File: config.mk
export PLATFORM = sky130hd
export DESIGN_NAME = fetch_seq
export DESIGN_NICKNAME = d
export VERILOG_FILES = /design/src/rtl/fetch_pkg.sv /design/src/rtl/wait_timer.sv /design/src/rtl/fetch_seq.sv
export SDC_FILE = /design/constraint.sdc
export NUM_CORES = 1
export LEC_CHECK = 0
export ABC_AREA = 1
export CAP_MARGIN = 20
export CORE_MARGIN = 1.5
export CORE_UTILIZATION = 38
export DETAILED_ROUTE_END_ITERATION = 8
export HOLD_SLACK_MARGIN = 0.15
export PLACE_DENSITY_LB_ADDON = 0.3
export SYNTH_ARGS = -nofsm -noshare
export SYNTH_HDL_FRONTEND = slang
export SYNTH_HIERARCHICAL = 1
export SYNTH_SLANG_ARGS = --single-unit
File: constraint.sdc
create_clock -name clk -period 1.3 [get_ports clk]
set_clock_uncertainty 0.1 [all_clocks]
set_input_delay 0.26 -clock clk [delete_from_list [all_inputs] [get_ports clk]]
set_output_delay 0.26 -clock clk [all_outputs]
set_load 0.1 [all_outputs]
File: src/rtl/fetch_pkg.sv
// ============================================================================
// Module   : fetch_pkg
// Desc     : Shared types and constants for the fetch sequencer. The FAULT
//            state exists only when FETCH_SEQ_TIMEOUT_EN is defined.
// Revision : 1.0
// ============================================================================
`default_nettype none

package fetch_pkg;

    localparam logic [7:0] DEFAULT_HALT_OP = 8'hFF;
    localparam int         TIMEOUT_CYCLES  = 16;

    typedef enum logic [2:0] {
        ST_IDLE     = 3'd0,
        ST_FETCH_HI = 3'd1,
        ST_FETCH_LO = 3'd2,
        ST_DECODE   = 3'd3,
        ST_EXEC     = 3'd4,
        ST_HALT     = 3'd5
`ifdef FETCH_SEQ_TIMEOUT_EN
        ,
        ST_FAULT    = 3'd6
`endif
    } state_t;

endpackage

`default_nettype wire

File: src/rtl/wait_timer.sv
// ============================================================================
// Module   : wait_timer
// Desc     : Counts consecutive stalled cycles; o_expired flags the cycle that
//            would make LIMIT stalls in a row.
// Revision : 1.0
// ============================================================================
`default_nettype none

module wait_timer #(
    parameter int LIMIT = 16
) (
    input  logic clk,
    input  logic reset,
    input  logic i_stall,
    output logic o_expired
);

    localparam int c_CNT_W = (LIMIT > 2) ? $clog2(LIMIT) : 1;

    logic [c_CNT_W-1:0] r_count;

    // Any non-stall cycle restarts the count, so it only ever spans one wait.
    always_ff @(posedge clk or posedge reset) begin
        if (reset) begin
            r_count <= '0;
        end else if (!i_stall) begin
            r_count <= '0;
        end else if (!o_expired) begin
            r_count <= r_count + 1'b1;
        end
    end

    assign o_expired = i_stall && (r_count == c_CNT_W'(LIMIT - 1));

endmodule

`default_nettype wire

File: src/rtl/fetch_seq.sv
// ============================================================================
// Module   : fetch_seq
// Desc     : Two-byte instruction fetch / decode / execute sequencer.
//            Define FETCH_SEQ_TIMEOUT_EN to add the stalled-fetch FAULT state.
// Revision : 1.0
// ============================================================================
`default_nettype none

module fetch_seq
    import fetch_pkg::*;
#(
    parameter int         PC_W    = 8,
    parameter logic [7:0] HALT_OP = DEFAULT_HALT_OP
) (
    input  logic            clk,
    input  logic            reset,
    input  logic            run,
    output logic            mem_rd,
    output logic [PC_W-1:0] mem_addr,
    input  logic            mem_ready,
    output logic            load_upper,
    output logic            load_lower,
    input  logic [7:0]      opcode,
    output logic            exec_start,
    input  logic            exec_done,
    input  logic            jump_en,
    input  logic [PC_W-1:0] jump_addr,
    output logic [PC_W-1:0] pc,
    output logic            halted
);

    state_t          r_state;
    logic [PC_W-1:0] r_pc;
    logic            r_mem_rd;
    logic            r_halted;

`ifdef FETCH_SEQ_TIMEOUT_EN
    logic w_stall;
    logic w_timeout;

    assign w_stall = ((r_state == ST_FETCH_HI) || (r_state == ST_FETCH_LO)) && !mem_ready;

    wait_timer #(
        .LIMIT     (TIMEOUT_CYCLES)
    ) u_wait_timer (
        .clk       (clk),
        .reset     (reset),
        .i_stall   (w_stall),
        .o_expired (w_timeout)
    );
`endif

    always_ff @(posedge clk or posedge reset) begin
        if (reset) begin
            r_state  <= ST_IDLE;
            r_pc     <= '0;
            r_mem_rd <= 1'b0;
            r_halted <= 1'b0;
        end else begin
            case (r_state)
                ST_IDLE: begin
                    if (run) begin
                        r_state  <= ST_FETCH_HI;
                        r_mem_rd <= 1'b1;
                    end
                end
                ST_FETCH_HI: begin
                    if (mem_ready) begin
                        r_pc    <= r_pc + 1'b1;
                        r_state <= ST_FETCH_LO;
                    end
`ifdef FETCH_SEQ_TIMEOUT_EN
                    else if (w_timeout) begin
                        r_state  <= ST_FAULT;
                        r_mem_rd <= 1'b0;
                        r_halted <= 1'b1;
                    end
`endif
                end
                ST_FETCH_LO: begin
                    if (mem_ready) begin
                        r_pc     <= r_pc + 1'b1;
                        r_state  <= ST_DECODE;
                        r_mem_rd <= 1'b0;
                    end
`ifdef FETCH_SEQ_TIMEOUT_EN
                    else if (w_timeout) begin
                        r_state  <= ST_FAULT;
                        r_mem_rd <= 1'b0;
                        r_halted <= 1'b1;
                    end
`endif
                end
                ST_DECODE: begin
                    if (opcode == HALT_OP) begin
                        r_state  <= ST_HALT;
                        r_halted <= 1'b1;
                    end else begin
                        r_state <= ST_EXEC;
                    end
                end
                ST_EXEC: begin
                    // run is only consulted here, so a fetch in flight always completes.
                    if (exec_done) begin
                        if (jump_en) begin
                            r_pc <= jump_addr;
                        end
                        if (run) begin
                            r_state  <= ST_FETCH_HI;
                            r_mem_rd <= 1'b1;
                        end else begin
                            r_state <= ST_IDLE;
                        end
                    end
                end
                ST_HALT: begin
                    r_state <= ST_HALT;
                end
`ifdef FETCH_SEQ_TIMEOUT_EN
                ST_FAULT: begin
                    r_state <= ST_FAULT;
                end
`endif
                default: begin
                    r_state  <= ST_IDLE;
                    r_mem_rd <= 1'b0;
                    r_halted <= 1'b0;
                end
            endcase
        end
    end

    assign mem_rd     = r_mem_rd;
    assign mem_addr   = r_pc;
    assign pc         = r_pc;
    assign halted     = r_halted;
    assign load_upper = (r_state == ST_FETCH_HI) && mem_ready;
    assign load_lower = (r_state == ST_FETCH_LO) && mem_ready;
    assign exec_start = (r_state == ST_DECODE) && (opcode != HALT_OP);

endmodule

`default_nettype wire
==> flow_metrics.env, run 1 <==
export IMPL_status="finished, violations left"
export IMPL_violations="setup timing"
export IMPL_cts_max_path_buffers=2
export IMPL_drtIter0Drc=54
export IMPL_pre_cts_ws_ns=-0.4870
export IMPL_path_max_fanout=5
export IMPL_fin_ws_ns=-0.3565
export IMPL_die_x_um=55.37
export IMPL_yosysWarnings=6
export IMPL_clkTransAtPathRegs_ns=0.09
export IMPL_netlist_instances=158
export IMPL_critPathCaptureType="output port"
export IMPL_htree_levels=1
export IMPL_fin_crit_ns=1.656
export IMPL_grt_ovfl_total=0
export IMPL_cts_root_buf="clkbuf_4"
export IMPL_dieArea_um2=3066
export IMPL_yosysSeqAreaShare=0.3121
export IMPL_fin_crit_sh=1.274
export IMPL_cp_required_ns=0.94
export IMPL_reg2reg_to="mem_addr[5]"
export IMPL_io_pins=43
export IMPL_dr_total_vias=1344
export IMPL_drive_gt1_frac=0.4672
export IMPL_ff2ff_path_depth=8
export IMPL_startpoint_type="flop"
export IMPL_whs_ns=0.1696
export IMPL_nets=253
export IMPL_fmax_mhz=603.7
export IMPL_wl_per_cell_um=15.65
export IMPL_rsz0062_at_grt="yes"
export IMPL_setup_tns_ns=-5.919
export IMPL_cts_hold_fix_buffers=0
export IMPL_maxSlewViolCount=0
export IMPL_fin_cells=259
export IMPL_drc=0
export IMPL_die_height_um=55.37
export IMPL_antenna_found_initial=0
export IMPL_grt_first_pass_wirelength_um=6306
export IMPL_dr_pass1_iters=6
export IMPL_cts_buffers=3
export IMPL_dp_cells=238
export IMPL_grtUsageTotal=0.2538
export IMPL_r2r_start="r_state[0]"
export IMPL_insertion_delay_ns=0.28
export IMPL_ys_ff_latch=13
export IMPL_ant_nets=0
export IMPL_cp_arrival_ns=1.30
export IMPL_clkSinkCount=13
export IMPL_grt_max_degree=14
export IMPL_tightestPinTransition_ns=0.2838
export IMPL_design_core_area_um2=2545
export IMPL_dp_final_hpwl_um=2381
export IMPL_start_util=0.4095
export IMPL_syn_cell_area_um2=1042
export IMPL_finalSetupViolCount=32
export IMPL_hold_class="in2async"
export IMPL_routed_via_density=5.189
export IMPL_diodes=0
export IMPL_hold_viol=0
export IMPL_port_buffers=42
export IMPL_cap_violations=0
export IMPL_syn_to_final_growth_pct=99.76
export IMPL_cts_tree="done"
export IMPL_synth_nets=181
export IMPL_synth_distinct_cells=20
export IMPL_rrSetupSlack_ns=-0.35
export IMPL_std_cell_rows=18
export IMPL_grt_pass1_vias=1437
export IMPL_synth_area_per_cell_um2=6.597
export IMPL_relSlewSlack=0.8088
export IMPL_place_gp_congestion=0.8938
export IMPL_critical_path_class="reg2out"
export IMPL_totalWireLength_um=4054
## state kept, by name, indices dropped and copies added, names as in the netlist
name,cells
mem_addr,8
r_state,3
halted,1
mem_rd,1
## placed cells by master, fill, tap and decap left out, types with 2 or more instances in the layout
master           synthesis  routed
buf_4                    8      29
clkdlybuf4s50_1          0      13
dlygate4sd2_1            0       8
o21ai_1                  1       2
o21ai_0                  7       5
nand2_2                  4       6
clkbuf_4                 0       3
buf_6                    1       4
inv_2                    4       6
dfrtp_4                  0       8
nand2_1                 66      62
dfrtp_2                  0       4
o21bai_1                 2       2
buf_12                   0      22
nor2_4                   4       9
nand3_2                  1       2
nor2_1                  12       6
nand2_4                  3       4
nand3_1                 15      13
inv_1                   11       8
nor2_2                   2       3
## per-layer routing
metal / track usage / part of all wire / up-vias
met3: 0.01639 / 0.049 / 16
met1: 0.2709 / 0.36 / 645
met5: 0 / 0 / -
met2: 0.4881 / 0.55 / 61
met4: 0.1359 / 0.032 / 0
li1: - / - / 622
## how the worst max path moves through the flow
stage	cells after the start	end	start
CTS	5	exec_start	r_state[0]
global route	5	exec_start	r_state[0]
global placement	7	exec_start	opcode[7]
detailed placement	7	exec_start	opcode[6]
floorplan	7	halted	r_state[1]
finish	5	exec_start	r_state[0]
## area by class of cell
class	instances	area, um^2
Clock buffer	4	26.28
Multi-Input combinational cell	121	694.4
Sequential cell	13	360.3
Timing Repair Buffer	76	903.4
Fill cell	147	462.9
Tap cell	30	37.54
Inverter	15	60.06
## cell usage after synthesis
cell type	instances	area [um^2]
nand2_1	66	247.7
nand3_1	15	75.07
dfrtp_1	13	325.3
nor2_1	12	45.04
inv_1	11	41.29
buf_4	8	60.06
o21ai_0	7	35.03
inv_2	4	15.01
nand2_2	4	25.02
nor2_4	4	45.04
nand2_4	3	33.78
nor2_2	2	12.51
o21bai_1	2	15.01
a21oi_1	1	5.000
a21oi_4	1	16.27
buf_6	1	11.26
ha_1	1	12.51
nand3_2	1	10.01
o21ai_1	1	5.000
or2_2	1	6.260
## worst max-delay path, cell delays in order (launching register included)
cell	delay [ns]
dfrtp_2	0.48
nand2_4	0.08
nor2_4	0.11
nand2_2	0.08
clkinvlp_4	0.09
buf_12	0.17
## stage by stage
step | util | cell area, um^2
final | 0.8181 | 2082
after global routing | 0.8181 | 2082
after CTS | 0.8048 | 2048
after detailed placement | 0.7286 | 1854
after global placement | 0.7286 | 1854
after floorplan | - | 1160
## cells by family (layout without fill, tap and decap cells)
group | count (synthesis) | count (layout) | share of synthesized area
compound gates | 12 | 12 | 0.07322
fa+ha+maj | 1 | 1 | 0.01200
flops | 13 | 13 | 0.3121
simple gates | 108 | 108 | 0.4802
buf+inv | 24 | 95 | 0.1224
## timing repair
item / CTS / global route
gates resized for setup: 21 / 6
pin swaps: 14 / 8
setup endpoints to repair: 32 / 32
buffers inserted: 15 / 2
Power of run 1 is left out: the tool's default activity adds up to more than one toggle a clock period on the data nets, which glitch-free logic cannot reach.
==> run 2: changes to the inputs <==
==> constraint.sdc (replaced) <==
create_clock -name clk -period 1.3 [get_ports clk]
set_clock_uncertainty 0.1 [all_clocks]
set_input_delay 0.39 -clock clk [delete_from_list [all_inputs] [get_ports clk]]
set_output_delay 0.39 -clock clk [all_outputs]
set_load 0.1 [all_outputs]
==> run 2 against run 1 <==
Against the previous run: flip-flop and latch count did not move; setup slack got worse by 0.12 ns; cell area rose by 1.7%; critical path depth shrank 1; core utilization is 1.4 points higher; global-route usage decreased by 1.5 points; largest cell class unchanged; non-clock buffer count rose by 7; the flow still finishes with violations (setup timing).
==> flow_metrics.env, run 2 (synthesis gave the netlist of run 1 again) <==
export IMPL_cpPeakStageDelay_ns=0.49
export IMPL_wl_per_cell_um=12.55
export IMPL_critical_path_class="reg2out"
export IMPL_finalSetupViolCount=33
export IMPL_diodes=0
export IMPL_fmax_mhz=563.9
export IMPL_cp_arrival_ns=1.28
export IMPL_grt_ovfl_total=0
export IMPL_fillers=148
export IMPL_worst_path_most_repeated_cell="nor2_4"
export IMPL_setup_tns_ns=-7.515
export IMPL_ff2ff_path_depth=9
export IMPL_cts_buffers=3
export IMPL_std_cell_rows=18
export IMPL_dpl_cell_area_um2=1918
export IMPL_htree_levels=1
export IMPL_grt_max_degree=14
export IMPL_status="finished, violations left"
export IMPL_critPathCaptureType="output port"
export IMPL_dp_final_hpwl_um=2319
export IMPL_drive_gt1_frac=0.4958
export IMPL_path_cells="nor2_4 > nand2_4 > nor2_4 > buf_12"
export IMPL_dr_pass1_iters=4
export IMPL_grtUsageTotal=0.2390
export IMPL_largest_register_ff_count=8
export IMPL_clkSinkCount=13
export IMPL_layout_commonest_cell="nand2_1"
export IMPL_hold_viol=0
export IMPL_grt_pass1_vias=1388
export IMPL_nets=260
export IMPL_hold_class="in2async"
export IMPL_dr_total_vias=1305
export IMPL_routed_via_density=4.906
export IMPL_mostFrequentLayoutCells="nand2_1 (61), buf_4 (38), buf_12 (21)"
export IMPL_io_pins=43
export IMPL_cp_required_ns=0.81
export IMPL_rsz0062_at_grt="yes"
export IMPL_dieArea_um2=3066
export IMPL_die_height_um=55.37
export IMPL_path_max_fanout=5
export IMPL_final_util=0.8319
export IMPL_cts_max_path_buffers=2
export IMPL_port_buffers=42
export IMPL_insertion_delay_ns=0.29
export IMPL_stdcell_area_um2=2117
export IMPL_clkTransAtPathRegs_ns=0.09
export IMPL_totalWireLength_um=3339
export IMPL_fin_ws_ns=-0.4732
export IMPL_grt_first_pass_wirelength_um=5878
export IMPL_violations="setup timing"
export IMPL_pre_cts_ws_ns=-0.6668
export IMPL_cts_hold_fix_buffers=0
export IMPL_fin_crit_ns=1.773
export IMPL_place_gp_congestion=0.8766
export IMPL_die_x_um=55.37
export IMPL_start_util=0.4095
export IMPL_drtIter0Drc=34
export IMPL_tightestPinTransition_ns=0.2243
export IMPL_ant_nets=0
export IMPL_fin_crit_sh=1.364
export IMPL_relSlewSlack=0.8501
export IMPL_drc=0
export IMPL_antenna_found_initial=0
export IMPL_design_core_area_um2=2545
export IMPL_startpoint_type="flop"
export IMPL_cap_violations=0
export IMPL_critPathSlowestCell="dfrtp_2"
export IMPL_maxSlewViolCount=0
export IMPL_cts_tree="done"
export IMPL_cts_root_buf="clkbuf_4"
export IMPL_syn_to_final_growth_pct=103.1
[run 2: changes by cell type in the layout (fill, tap and decap cells not counted), moves of 2 or more]
cell / previous run / this run
buf_4: 29 / 38
clkdlybuf4s15_1: 0 / 3
dlygate4sd2_1: 8 / 6
nand3_1: 13 / 11
nand3_2: 2 / 4
[run 2: worst paths after layout]
check | endpoint | from | slack, ns
max | load_lower | r_state[0] | -0.47
min | mem_addr[4] | reset | 0.28
max reg2reg | mem_rd | r_state[1] | -0.29
min reg2reg | halted | halted | 0.46
max in group asynchronous | mem_addr[0] | reset | 0.62
min in group clk | halted | halted | 0.46
[run 2: cell type report]
class	instances	area [um^2]	share of cell area
tap	30	37.54	0.01773
timing repair buffer	83	942.2	0.4450
sequential	13	361.6	0.1708
inverter	15	60.06	0.02837
multi-input combinational	121	689.4	0.3257
clock buffer	4	26.28	0.01241
[run 2: timing repair]
| action | in CTS | in global routing |
|---|---|---|
| buffers inserted | 19 | 1 |
| setup endpoints to repair | 34 | 34 |
| pin swaps | 13 | 7 |
| gates resized for setup | 18 | 5 |
[run 2: layer usage]
layer	track usage	routed length [um]	share of wire	vias to the layer above
met5	0	0	0	-
met4	0.1185	91	0.027	0
met3	0.02576	110	0.033	9
met2	0.4473	1789	0.54	40
met1	0.2632	1348	0.40	616
li1	-	-	-	640
[run 2: critical path: cells and delay by family (launching register included)]
kind / cells / cell delay, ns
buf+inv: 1 / 0.18
flops: 1 / 0.49
simple gates: 3 / 0.32
[run 2: per-stage QoR]
step,cells,hold WS (ns)
2_1_floorplan,158,0.1669
3_3_place_gp,243,0.4185
3_5_place_dp,243,0.4221
4_1_cts,266,0.3070
5_1_grt,266,0.3122
6_report,266,0.2841
Power of run 2 is left out for the same reason.
==> run 3: changes to the inputs <==
--- a/config.mk
+++ b/config.mk
@@ -7,7 +7,7 @@
 export LEC_CHECK = 0
 export ABC_AREA = 1
 export CAP_MARGIN = 20
-export CORE_MARGIN = 1.5
+export CORE_MARGIN = 4
 export CORE_UTILIZATION = 38
 export DETAILED_ROUTE_END_ITERATION = 8
 export HOLD_SLACK_MARGIN = 0.15
==> run 3 against run 2 <==
Against the previous run: the flow still finishes with violations (setup timing); setup slack worse by 0.052 ns; global-route usage up 0.87 points; cell area up 4.9%; critical endpoint is now exec_start; largest cell class unchanged; highest routed layer unchanged.
==> flow_metrics.env, run 3 (synthesis gave the netlist of run 1 again) <==
export IMPL_fin_crit_ns=1.825
export IMPL_drtIter0Drc=144
export IMPL_antenna_found_initial=0
export IMPL_port_buffers=42
export IMPL_reg2reg_to="mem_addr[4]"
export IMPL_hold_class="in2async"
export IMPL_cts_buffers=3
export IMPL_fin_ws_ns=-0.5252
export IMPL_io_pins=43
export IMPL_ant_nets=0
export IMPL_rsz0062_at_grt="yes"
export IMPL_pre_cts_ws_ns=-0.7028
export IMPL_die_x_um=60.37
export IMPL_htree_levels=1
export IMPL_die_height_um=60.37
export IMPL_grtUsageTotal=0.2477
export IMPL_std_cell_rows=18
export IMPL_wl_per_cell_um=18.42
export IMPL_ff2ff_path_depth=9
export IMPL_setup_tns_ns=-9.554
export IMPL_syn_to_final_growth_pct=113.1
export IMPL_fillers=113
export IMPL_insertion_delay_ns=0.31
export IMPL_drive_gt1_frac=0.5420
export IMPL_largest_register_ff_count=8
export IMPL_cts_tree="done"
export IMPL_cts_root_buf="clkbuf_4"
export IMPL_fmax_mhz=547.9
export IMPL_design_core_area_um2=2545
export IMPL_critPathCaptureType="output port"
export IMPL_dp_cells=242
export IMPL_grt_pass1_vias=1428
export IMPL_maxSlewViolCount=0
export IMPL_diodes=0
export IMPL_grt_ovfl_total=0
export IMPL_rrSetupSlack_ns=-0.43
export IMPL_place_gp_congestion=0.8533
export IMPL_grt_max_degree=14
export IMPL_status="finished, violations left"
export IMPL_cts_max_path_buffers=2
export IMPL_fin_cells=268
export IMPL_totalWireLength_um=4936
export IMPL_nets=262
export IMPL_cap_violations=0
export IMPL_relSlewSlack=0.8001
export IMPL_path_cells="nand2_4 > nor2_4 > nand2_2 > clkinvlp_4 > buf_12"
export IMPL_clkSinkCount=13
export IMPL_dr_total_vias=1503
export IMPL_startpoint_type="flop"
export IMPL_start_util=0.4095
export IMPL_finalSetupViolCount=34
export IMPL_clkTransAtPathRegs_ns=0.11
export IMPL_dieArea_um2=3645
export IMPL_fin_crit_sh=1.404
export IMPL_critPathSlowestCell="dfrtp_2"
export IMPL_mostFrequentLayoutCells="nand2_1 (55), buf_4 (35), buf_12 (21)"
export IMPL_violations="setup timing"
export IMPL_dr_pass1_iters=5
export IMPL_critical_path_class="reg2out"
export IMPL_hold_viol=0
export IMPL_layout_commonest_cell="nand2_1"
export IMPL_routed_via_density=5.608
export IMPL_cp_required_ns=0.81
export IMPL_cpPeakStageDelay_ns=0.50
export IMPL_cp_arrival_ns=1.34
export IMPL_tightestPinTransition_ns=0.2992
export IMPL_dp_final_hpwl_um=2484
export IMPL_drc=0
export IMPL_path_max_fanout=5
export IMPL_grt_first_pass_wirelength_um=6630
export IMPL_r2r_start="r_state[1]"
-- run 3: cell count changes in the layout (fill, tap and decap cells not counted), moves of 2 or more --
cell             change
nor2_1               -2
clkdlybuf4s15_1      -3
nand2_1              -6
nand3_2              +2
buf_4                -3
nor2_4               +3
buf_6                +5
nand3_1              -3
dlygate4sd2_1        +2
nand2_2              +5
-- run 3: cell type report --
| type | count | area (um^2) | area share |
|---|---|---|---|
| Timing Repair Buffer | 85 | 973.4 | 0.4383 |
| Multi-Input combinational cell | 121 | 760.7 | 0.3425 |
| Sequential cell | 13 | 360.3 | 0.1623 |
| Inverter | 15 | 62.56 | 0.02817 |
| Tap cell | 30 | 37.54 | 0.01690 |
| Clock buffer | 4 | 26.28 | 0.01183 |
-- run 3: metal layers --
| layer | GRT usage | part of all wire |
|---|---|---|
| met1 | 0.2787 | 0.34 |
| met2 | 0.4444 | 0.50 |
| met3 | 0.04468 | 0.095 |
| met4 | 0.1266 | 0.061 |
| met5 | 0 | 0 |
-- run 3: how the worst max path moves through the flow --
stage                      end        from
finish              exec_start  r_state[0]
global route        load_lower  r_state[2]
CTS                 exec_start  r_state[0]
detailed placement  exec_start   opcode[3]
global placement    exec_start   opcode[3]
floorplan           load_upper  r_state[2]
-- run 3: repair_timing --
| action | 4_1_cts | 5_1_grt |
|---|---|---|
| hold buffers | 0 | 0 |
| buffers inserted | 17 | 6 |
| resized for setup | 25 | 17 |
| endpoints found under the setup margin | 34 | 33 |
| hold endpoints to repair | 0 | 0 |
| pin swaps | 14 | 21 |
-- run 3: metrics by stage --
| stage | hold slack, ns | cell area (um^2) | utilization |
|---|---|---|---|
| 2_1_floorplan | 0.1669 | 1256 | - |
| 3_3_place_gp | 0.4256 | 1911 | 0.7507 |
| 3_5_place_dp | 0.4206 | 1911 | 0.7507 |
| 4_1_cts | 0.3057 | 2115 | 0.8309 |
| 5_1_grt | 0.3301 | 2221 | 0.8727 |
| 6_report | 0.2895 | 2221 | 0.8727 |
-- run 3: critical path: cells and delay by family (launching register included) --
family | cells | cell delay, ns
simple gates | 3 | 0.23
buf+inv | 2 | 0.29
flops | 1 | 0.50
Power of run 3 is left out for the same reason.
